[src/rtl/mem_stage_ooo_ret.sv]
// MEM stage holding a memory op until its in-order data_ok returns.
// Optional ID forwarding port enabled by `define MEM_FWD_EN.
module mem_stage_ooo_ret #(
  parameter int PAYLOAD_W = 160,
  parameter int DISCARD_W = 2
) (
  input  logic                 clk,
  input  logic                 resetn,
  input  logic                 ex_to_mem_valid,
  output logic                 mem_allowin,
  input  logic [PAYLOAD_W-1:0] ex_payload,
  input  logic                 ex_rf_we,
  input  logic [4:0]           ex_rf_waddr,
  input  logic [31:0]          ex_alu_result,
  input  logic                 ex_wait_ok,
  input  logic                 ex_is_load,
  input  logic [1:0]           ex_ld_size,
  input  logic                 ex_ld_unsigned,
  input  logic [1:0]           ex_addr_lo,
  input  logic                 wb_allowin,
  output logic                 mem_to_wb_valid,
  output logic [PAYLOAD_W-1:0] mem_to_wb_payload,
  output logic                 mem_to_wb_rf_we,
  output logic [4:0]           mem_to_wb_rf_waddr,
  output logic [31:0]          mem_to_wb_rf_wdata,
  input  logic                 data_sram_data_ok,
  input  logic [31:0]          data_sram_rdata,
  input  logic                 flush,
  output logic                 discard_busy,
  output logic                 mem_fwd_we,
  output logic [4:0]           mem_fwd_waddr,
  output logic [31:0]          mem_fwd_wdata,
  output logic                 mem_fwd_data_ok
);

  typedef struct packed {
    logic [PAYLOAD_W-1:0] payload;
    logic                 rf_we;
    logic [4:0]           rf_waddr;
    logic [31:0]          alu_result;
    logic                 wait_ok;
    logic                 is_load;
    logic [1:0]           ld_size;
    logic                 ld_unsigned;
    logic [1:0]           addr_lo;
  } stage_t;

  localparam int CW = DISCARD_W + 2;
  localparam logic [DISCARD_W-1:0] CNT_MAX = '1;

  stage_t               st_q, st_d;
  logic                 mem_valid_q, mem_valid_d;
  logic                 got_q, got_d;
  logic [31:0]          hold_data_q, hold_data_d;
  logic [DISCARD_W-1:0] discard_cnt_q, discard_cnt_d;

  logic          cnt_nz;
  logic          dec;
  logic          accept_ok;
  logic          ready_go;
  logic          load_en;
  logic          inc_mem;
  logic          inc_ex;
  logic [CW-1:0] cnt_sum;
  logic [31:0]   src;
  logic [7:0]    byte_sel;
  logic [15:0]   half_sel;
  logic [31:0]   ld_data;
  logic [31:0]   wdata;

  // Response routing and pipeline handshake
  always_comb begin
    cnt_nz    = |discard_cnt_q;
    dec       = data_sram_data_ok & cnt_nz;
    accept_ok = data_sram_data_ok & ~cnt_nz & mem_valid_q
              & st_q.wait_ok & ~got_q;
    ready_go  = ~st_q.wait_ok | got_q | accept_ok;
    mem_allowin     = ~mem_valid_q | (ready_go & wb_allowin);
    mem_to_wb_valid = mem_valid_q & ready_go;
    load_en   = ex_to_mem_valid & mem_allowin;
    discard_busy = cnt_nz;
  end

  // Load data select and extension, zero-cycle from data_ok
  always_comb begin
    src = got_q ? hold_data_q : data_sram_rdata;
    unique case (st_q.addr_lo)
      2'd0:    byte_sel = src[7:0];
      2'd1:    byte_sel = src[15:8];
      2'd2:    byte_sel = src[23:16];
      default: byte_sel = src[31:24];
    endcase
    half_sel = st_q.addr_lo[1] ? src[31:16] : src[15:0];
    unique case (st_q.ld_size)
      2'd0:
        ld_data = {{24{byte_sel[7] & ~st_q.ld_unsigned}},
                   byte_sel};
      2'd1:
        ld_data = {{16{half_sel[15] & ~st_q.ld_unsigned}},
                   half_sel};
      default: ld_data = src;
    endcase
    wdata = st_q.is_load ? ld_data : st_q.alu_result;
    mem_to_wb_payload  = st_q.payload;
    mem_to_wb_rf_we    = st_q.rf_we & mem_valid_q;
    mem_to_wb_rf_waddr = st_q.rf_waddr;
    mem_to_wb_rf_wdata = wdata;
  end

  // Next state: stage regs, early-response hold, discard counter
  always_comb begin
    st_d        = st_q;
    mem_valid_d = mem_valid_q;
    got_d       = got_q;
    hold_data_d = hold_data_q;
    if (load_en) begin
      st_d.payload     = ex_payload;
      st_d.rf_we       = ex_rf_we;
      st_d.rf_waddr    = ex_rf_waddr;
      st_d.alu_result  = ex_alu_result;
      st_d.wait_ok     = ex_wait_ok;
      st_d.is_load     = ex_is_load;
      st_d.ld_size     = ex_ld_size;
      st_d.ld_unsigned = ex_ld_unsigned;
      st_d.addr_lo     = ex_addr_lo;
    end
    if (flush) begin
      mem_valid_d = 1'b0;
      got_d       = 1'b0;
    end else if (mem_allowin) begin
      mem_valid_d = ex_to_mem_valid;
      got_d       = 1'b0;
    end else if (accept_ok & ~wb_allowin) begin
      got_d       = 1'b1;
      hold_data_d = data_sram_rdata;
    end
    inc_mem = mem_valid_q & st_q.wait_ok & ~got_q & ~accept_ok;
    inc_ex  = ex_to_mem_valid & ex_wait_ok;
    cnt_sum = CW'(discard_cnt_q) - CW'(dec);
    if (flush)
      cnt_sum = cnt_sum + CW'(inc_mem) + CW'(inc_ex);
    if (cnt_sum > CW'(CNT_MAX))
      discard_cnt_d = CNT_MAX;
    else
      discard_cnt_d = cnt_sum[DISCARD_W-1:0];
  end

  // State registers with synchronous active-low reset
  always_ff @(posedge clk) begin
    if (!resetn) begin
      st_q          <= '0;
      mem_valid_q   <= 1'b0;
      got_q         <= 1'b0;
      hold_data_q   <= '0;
      discard_cnt_q <= '0;
    end else begin
      st_q          <= st_d;
      mem_valid_q   <= mem_valid_d;
      got_q         <= got_d;
      hold_data_q   <= hold_data_d;
      discard_cnt_q <= discard_cnt_d;
    end
  end

`ifdef MEM_FWD_EN
  // Forwarding to ID; data_ok low tells ID to stall
  always_comb begin
    mem_fwd_we      = st_q.rf_we & mem_valid_q;
    mem_fwd_waddr   = st_q.rf_waddr;
    mem_fwd_wdata   = wdata;
    mem_fwd_data_ok = mem_valid_q
                    & (~(st_q.is_load & st_q.wait_ok)
                       | got_q | accept_ok);
  end
`else
  // No forwarding; ID resolves MEM hazards by scoreboard
  always_comb begin
    mem_fwd_we      = 1'b0;
    mem_fwd_waddr   = 5'd0;
    mem_fwd_wdata   = 32'd0;
    mem_fwd_data_ok = 1'b0;
  end
`endif

endmodule

[config.mk]
export PLATFORM = sky130hd
export DESIGN_NAME = mem_stage_ooo_ret
export DESIGN_NICKNAME = d
export VERILOG_FILES = /design/src/rtl/mem_stage_ooo_ret.sv
export SDC_FILE = /design/constraint.sdc
export NUM_CORES = 1
export LEC_CHECK = 0
export BUFFER_PORTS_ARGS = -buffer_cell sky130_fd_sc_hd__clkbuf_2
export CORE_AREA = 2 2 186 188
export CTS_CLUSTER_DIAMETER = 50
export DETAILED_ROUTE_END_ITERATION = 12
export DIE_AREA = 0 0 188 190
export PLACE_DENSITY = 0.72
export SLEW_MARGIN = 20
export SYNTH_ARGS = -nofsm -noshare
export SYNTH_HDL_FRONTEND = slang
export SYNTH_SLANG_ARGS = --single-unit
[constraint.sdc]
create_clock -name clk -period 2.46 [get_ports clk]
set_input_delay 0.369 -clock clk [delete_from_list [all_inputs] [get_ports clk]]
set_output_delay 0.369 -clock clk [all_outputs]
set_load 0.02 [all_outputs]
### After elaboration in Yosys (flattened, before gate mapping)

Cells that the tools add are included.

* register bits: 241
* input port bits: 243
* output and inout port bits: 240
* word-level logic and storage cells: 62

* add/subtract/negate cells: 3
* order comparisons: 1
* equal/unequal tests: 3
* muxes and demuxes: 7
* bitwise gates (word level): 29
* reduce and logical (&&, ||, !) cells: 6

Operator list (number)
* two-way mux 32 bit: 2
* one-hot mux 32 bit (2 select lines): 1
* one-hot mux 8 bit (3 select lines): 1
* bitwise AND 1 bit: 16
* two-way mux 16 bit: 1
* inverter 1 bit: 10
* adder 3 x 2 -> 4 bit: 1
* adder 4 x 1 -> 4 bit: 1
* equality test 2 x 1 -> 1 bit (second input constant): 2
* > comparator 4 x 2 -> 1 bit (second input constant): 1
* logical NOT 2 bit: 2
* two-way mux 4 bit: 1
* OR reduction 2 bit: 2
* OR 1 bit: 3
* AND reduction 3 bit: 1
* OR reduction 3 bit: 1
* subtractor 2 x 1 -> 3 bit: 1
* equality test 2 bit (second input constant): 1
* two-way mux 2 bit: 1

### Longest topological paths before layout

Gate-level depths: netlist (run 1).

* word-level depth: 13
* gate-level depth with buffers: 10
* gate-level depth less buffers: 10

### Least setup slack after synthesis (run 1)

No wires, ideal clock.

* path type: register to register
* from: register discard_cnt_q[1]
* to: register discard_cnt_q[0]
* library setup time: 0.127 ns
* arrival time: 1.912 ns
* required time: 2.333 ns
* slack: 0.421 ns
* cell stages (with the launch flop): 11
* path buffers: 0
* period minus slack after synthesis: 2.039 ns
* cells stage by stage: dfxtp_1 inv_1 nand2_1 and2_1 ha_1 fa_1 inv_1 ha_1 nand2_1 mux2i_1 a21boi_0

* longest elaborated chain between the ends: 13
* elaborated cells between the ends (all ways): 15
* classes of those cells: add/sub (3); order compare (1); mux (2); bitwise (8); reduce/logical (1)

Ends and longest elaborated chain
* from (decl): RTL line 55 `logic [DISCARD_W-1:0] discard_cnt_q, discard_cnt_d;`
* from (signal assigned): RTL line 161 `discard_cnt_q <= discard_cnt_d;`
* OR reduction 2 bit (*): RTL line 73 `cnt_nz = |discard_cnt_q;`
* named net discard_busy: RTL line 29 `output logic discard_busy,`
* inverter 1 bit: RTL line 75 `accept_ok = data_sram_data_ok & ~cnt_nz & mem_valid_q`
* bitwise AND 1 bit (2 in a row): RTL line 75
* bitwise AND 1 bit (2 in a row): RTL line 76 `& st_q.wait_ok & ~got_q;`
* inverter 1 bit: RTL line 137 `inc_mem = mem_valid_q & st_q.wait_ok & ~got_q & ~accept_ok;`
* bitwise AND 1 bit: RTL line 137
* adder 3 x 2 -> 4 bit: RTL line 141 `cnt_sum = cnt_sum + CW'(inc_mem) + CW'(inc_ex);`
* adder 4 x 1 -> 4 bit: RTL line 141
* two-way mux 4 bit (*): RTL line 140 `if (flush)`
* > comparator 4 x 2 -> 1 bit: RTL line 142 `if (cnt_sum > CW'(CNT_MAX))`
* two-way mux 2 bit (*): RTL line 142

Mark *: on every way through the listed nets, which the timed path passes. The rest lies on a longest branch.
A chain may end at the register's enable or synchronous reset.

### Worst setup path after layout (run 1)

* from: register got_q
* to: output mem_to_wb_rf_wdata[20]

* longest elaborated chain between the ends: 5
* elaborated cells between the ends (all ways): 7
* classes of those cells: mux (5); bitwise (2)

Ends and longest elaborated chain
* from (decl): RTL line 53 `logic got_q, got_d;`
* from (signal assigned): RTL line 159 `got_q <= got_d;`
* two-way mux 32 bit (*): RTL line 86 `src = got_q ? hold_data_q : data_sram_rdata;`
* one-hot mux 8 bit (3 select lines) / two-way mux 16 bit (equally long branches): RTL line 87, 93
* bitwise AND 1 bit (on tied branches): RTL line 96, 99
* one-hot mux 32 bit (2 select lines) (*): RTL line 94 `unique case (st_q.ld_size)`
* two-way mux 32 bit (*): RTL line 103 `wdata = st_q.is_load ? ld_data : st_q.alu_result;`
* to (decl): RTL line 25 `output logic [31:0] mem_to_wb_rf_wdata,`

Mark *: on every way between the ends. The rest lies on a longest branch, timed or not.

==> flow_summary.ini, run 1 <==
[sta]
setup_viol = 21
finalClockSkew_ns = 0.0221
slew_violations = 0
setup_ws_ns = -0.0837
fmax_mhz = 393
hold_viol = 0
min_period_ns = 2.54
period_share_pct = 103
rsz0062_at_grt = true
tns_ns = -0.736

[critical_path]
rr_endpoint = discard_cnt_q[1]$_SDFF_PN0_
endpoint_kind = output pin
path_buf_inv = 2
worstPathCellList = mux2_4 > o21a_4 > o21ai_4 > buf_12 > a31oi_1 > buf_4
r2r_slack_ns = 0.32
startpoint_type = register
crit_family = compound AO/OA/AOI/OAI gates
worstPathRequired_ns = 2.09
reg2reg_depth = 11
cp_slowest_cell = dfxtp_4
reg2reg_from = got_q$_SDFFE_PP0P_
max_stage_delay_ns = 0.42
critPathMaxFanout = 13
startpoint = got_q$_SDFFE_PP0P_
critPathKind = register to output pin
cp.arrival_ns = 2.17

[yosys]
post_synth_inst_count = 1510
netlist_top_cells_area = dfxtp_1, buf_4, nand2_1, nand3_1, o21ai_1
synth_edf_count = 0
synthDistinctLibCells = 49
synthFlopType = dfxtp_1
synth_area_sq_um = 12100
yosysTopAreaCell = dfxtp_1
synth.top_cell.area_share_pct = 39.9
syn_avg_cell_area_sq_um = 8.02
synth_seq_area_share_pct = 39.9
synthArstFlopShare_pct = 0
ys_ff_latch = 241
yosysWarnings = 0

[run_status]
outcome = finished with violations
violations = setup timing

[die]
core_sq_um = 33900
io_pins = 483
die_width_microns = 188
die_h_microns = 190
start_util_pct = 35.7
rows = 68
dieArea_sq_um = 35700

[flow_run]
cap_viol_max_count = 0

[route]
routedWlPerCell_microns = 15.3
firstDrtPassIters = 5
routed-via-count = 10900
ant_nets = 0
drt-total-wl_mm = 34.2
via_per_inst = 4.90
drt_iter0_drc = 658
drc = 0

[hold_path]
hold-path-endpoint = st_q[36]$_SDFFE_PN0P_
min_from = ex_alu_result[29]
worst_hold_path_type = input pin to register
hold_depth = 3

[cells_and_area]
layout_commonest_cell = clkbuf_2
multi_input_area_sq_um = 5390
instances_no_fill = 2230
drive_gt1_share_pct = 35.9
regArea_sq_um = 4830
stdcell_area_sq_um = 14900
fin_nets = 1999
layout_common_cells = clkbuf_2, nand2_1, dfxtp_1, nand3_1, o21ai_1
area_delta_synth_final_pct = 23.0
fillers = 3306

[global_routing]
first_global_vias = 10200
grt.total_usage_pct = 18.0
antenna_found_initial = 1
overflow = 0
grt_max_degree = 91
grt_pass1_wl_mm = 52.8

[clock_network]
cts_tree = done
cts_max_path_buffers = 3
cts_htree_levels = 2
insertion_delay_ns = 0.53
clockRootBuffer = clkbuf_16
cts.clk_slew.worst_paths_ns = 0.06
cts_sinks = 241
cts_buffers = 34

[place]
numPortBuffers = 443
dp.cells = 2160
dp_hpwl_mm = 24.8
dpl-instance-area_sq_um = 13300
place_worst_setup_slack_ns = 0.241
place_congestion = 0.953

[pwr]
ir_worst_vdd_uv = 459
p_per_area_nw_per_um2 = 755
p_leak_uw = 0.00643
power_uw = 11200
-- report_power, final --
group	internal, uW	switching, uW
Clock	3160	1880
Combinational	742	1180
Sequential	4140	142
-- registers in the layout (all words and copies together) (netlist names) --
name and flops:
mem_to_wb_rf_waddr 5, mem_valid_q 1, hold_data_q 32, got_q 1, discard_cnt_q 2, mem_to_wb_payload 160
st_q 40
-- cell families after synthesis --
kind of cell,count (synthesis),synth area share (%)
compound gates,344,16.4
buf+inv,335,18.7
fa+ha+maj,4,0.475
other cells,1,0.0310
mux,42,4.64
flops,241,39.9
simple gates,543,19.9
-- worst min-delay path, cell delays in order --
cell and delay [ns]:
clkbuf_2 0.08, nand3_1 0.05, o21ai_1 0.05
-- per-stage QoR --
stage / utilization [%] / hold WS (ns)
floorplan: - / 0.424
global placement: 39.1 / 0.432
detailed placement: 39.1 / 0.439
CTS: 43.1 / 0.0389
global route: 43.8 / 0.0566
finish: 43.8 / 0.0667
-- repair_timing --
item / 4_1_cts / 5_1_grt
setup buffers: 4 / 5
setup endpoints to repair: 32 / 32
hold buffers: 0 / 0
pin swaps: 3 / 11
hold endpoints to repair: 0 / 0
cloned: 1 / 1
resized for setup: 39 / 75
-- worst max-delay path by stage --
stage	endpoint	slack, ns	cells past startpoint
floorplan	discard_cnt_q[0]$_SDFF_PN0_	0.42	10
global placement	mem_to_wb_rf_wdata[5]	0.28	5
detailed placement	mem_to_wb_rf_wdata[5]	0.24	5
CTS	mem_to_wb_rf_wdata[20]	-0.07	6
global route	mem_to_wb_rf_wdata[22]	-0.14	5
finish	mem_to_wb_rf_wdata[20]	-0.08	6
-- final cells by class --
type	count	share of cell area, %
flip-flops and latches	241	32.5
well taps	455	3.82
diodes	1	0.0168
clock inverters	16	1.62
inverters	7	0.177
repair buffers	495	19.4
multi-input cells	973	36.2
clock buffers	42	6.26
-- Yosys cell counts (all sizes together) (7+ instances only) --
cell type / number
a31oi: 15
nor2: 20
nor2b: 11
o21ai: 223
a21oi: 26
inv: 7
a22oi: 7
dfxtp: 241
a21boi: 49
a21o: 7
and3: 8
nand2: 282
mux2: 30
buf: 252
clkbuf: 76
mux4: 8
o22ai: 11
nand3: 206
-- routing by layer --
layer | vias to the layer above | global-route usage, % | share of wire (%)
met3 | 79 | 4.72 | 8.1
met2 | 495 | 30.3 | 49
met1 | 4981 | 21.6 | 40
li1 | 5361 | - | -
met4 | 0 | 8.24 | 3.5
met5 | - | 0 | 0
Note: power is estimated with default switching activity, not from simulation.
==> run 2: changes to the inputs <==
- GPL_ROUTABILITY_DRIVEN: not set -> 0
- REMOVE_ABC_BUFFERS: not set -> 1
==> run 2 against run 1 <==
  * The flow still finishes with violations (setup timing)
  * Clock power decreased by 0.8%
  * Design area increased by 0.96%
  * Power increased by 0.28%
  * Highest routed layer is now met5
  * Critical path depth unchanged
  * Largest power group unchanged
  * Fmax decreased by 1.6%
  * Global-route usage increased by 0.81 points
  * Flip-flop and latch count unchanged
==> flow_summary.ini, run 2 (synthesized netlist as in run 1, its figures left out) <==
[run_status]
outcome = finished with violations
violations = setup timing

[sta]
tns_ns = -1.87
finalClockSkew_ns = 0.0194
fmax_mhz = 387
rsz0062_at_grt = true
slew_violations = 0
worst_slew_pin_slew_ns = 0.576
setup_ws_ns = -0.126
period_share_pct = 105
setup_viol = 26
min_period_ns = 2.59
max_slew_margin_pct = 61.6
hold_viol = 0

[pwr]
pwr-share-comb_pct = 17.6
p_per_area_nw_per_um2 = 750
power.internal_uw = 8160
clock_power_share_pct = 44.4
ir_worst_vdd_uv = 570
pwr-share-seq_pct = 37.9
p_leak_uw = 0.00648
switching_share_pct = 27.6
p_switching_uw = 3120

[critical_path]
cp.arrival_ns = 2.22
max_stage_delay_ns = 0.45
worstPathCellList = mux2_4 > o21a_4 > o21ai_4 > buf_6 > a41oi_2 > clkbuf_8
startpoint_type = register
path_buf_inv = 2
endpoint_kind = output pin
critPathKind = register to output pin
worstPathRequired_ns = 2.09
r2r_slack_ns = 0.35
cp_slowest_cell = dfxtp_4
critPathMaxFanout = 8
crit_family = compound AO/OA/AOI/OAI gates

[place]
numPortBuffers = 443
dp_hpwl_mm = 26.1
place_worst_setup_slack_ns = -0.0255
dpl-instance-area_sq_um = 13400
dp.cells = 2172

[clock_network]
postCtsHoldBufs = 0
cts_sinks = 241
cts_max_path_buffers = 3
cts_htree_levels = 1
insertion_delay_ns = 0.55
cts.clk_slew.worst_paths_ns = 0.06
cts_tree = done
clockRootBuffer = clkbuf_16
cts_buffers = 31

[global_routing]
grt.total_usage_pct = 18.8
antenna_found_initial = 2
first_global_vias = 10200
overflow = 0
grt_max_degree = 141
grt_pass1_wl_mm = 54.7

[die]
die_width_microns = 188
dieArea_sq_um = 35700
start_util_pct = 35.7
die_h_microns = 190
io_pins = 483
core_sq_um = 33900
rows = 68

[route]
ant_nets = 0
firstDrtPassIters = 5
via_per_inst = 4.88
drt_iter0_drc = 539
routed-via-count = 10900
drc = 0
routedWlPerCell_microns = 15.9
drt-total-wl_mm = 35.5

[cells_and_area]
largest_reg_flops = 160
instances_no_fill = 2237
layout_commonest_cell = clkbuf_2
fillers = 3286
layout_common_cells = clkbuf_2, nand2_1, dfxtp_1, nand3_1, o21ai_1
drive_gt1_share_pct = 36.5
fin_nets = 2007
stdcell_area_sq_um = 15000
diodes = 0
area_delta_synth_final_pct = 24.1

[flow_run]
cap_viol_max_count = 0

[hold_path]
worst_hold_path_type = input pin to register
-- run 2: power by group through the flow --
stage          registers (uW)  clock network [uW]  logic (uW)
2_1_floorplan            4560                   0         738
3_3_place_gp             4340                   0        1790
3_5_place_dp             4360                   0        1830
4_1_cts                  4270                5100        1930
5_1_grt                  4300                5270        2160
6_report                 4280                5010        1990
-- run 2: cell type report --
| cell class | count | area [sq um] | area share (%) |
|---|---|---|---|
| flip-flops and latches | 241 | 4840 | 32.2 |
| repair buffers | 506 | 3020 | 20.1 |
| inverters | 7 | 26.3 | 0.175 |
| clock inverters | 17 | 310 | 2.06 |
| well taps | 455 | 569 | 3.79 |
| clock buffers | 38 | 832 | 5.54 |
| multi-input cells | 973 | 5430 | 36.1 |
-- run 2: tightest hold or removal path: stages --
cell	delay [ns]
clkbuf_2	0.08
nand3_1	0.05
o21ai_0	0.06
-- run 2: per-stage QoR --
stage               hold WS (ns)  util [%]  total power [uW]
floorplan                  0.424         -              5300
global placement           0.435      39.4              6130
detailed placement         0.439      39.4              6180
CTS                      0.00527      43.8             11300
global route              0.0208      44.3             11700
finish                    0.0286      44.3             11300
-- run 2: final timing paths --
kind                                             end                               start  cells past startpoint
setup / recovery               mem_to_wb_rf_wdata[7]                  got_q$_SDFFE_PP0P_                      6
hold / removal    mem_to_wb_payload[95]$_SDFFE_PN0P_                      ex_payload[95]                      3
setup reg to reg         discard_cnt_q[0]$_SDFF_PN0_                  got_q$_SDFFE_PP0P_                     10
hold reg to reg   mem_to_wb_payload[39]$_SDFFE_PN0P_  mem_to_wb_payload[39]$_SDFFE_PN0P_                      2
-- run 2: layer usage --
layer  wire length (microns)  vias up  GRT usage [%]
met3                    3270       61           5.48
met2                   17900      475           33.8
li1                        -     5387              -
met4                     996        4           5.27
met5                      23        -              0
met1                   13400     4985           21.8
-- run 2: what timing repair did --
item                       in CTS  in global routing
setup endpoints to repair      33                 33
resized for setup              69                 57
pin swaps                      11                  4
cloned                          2                  0
buffers inserted                6                  2
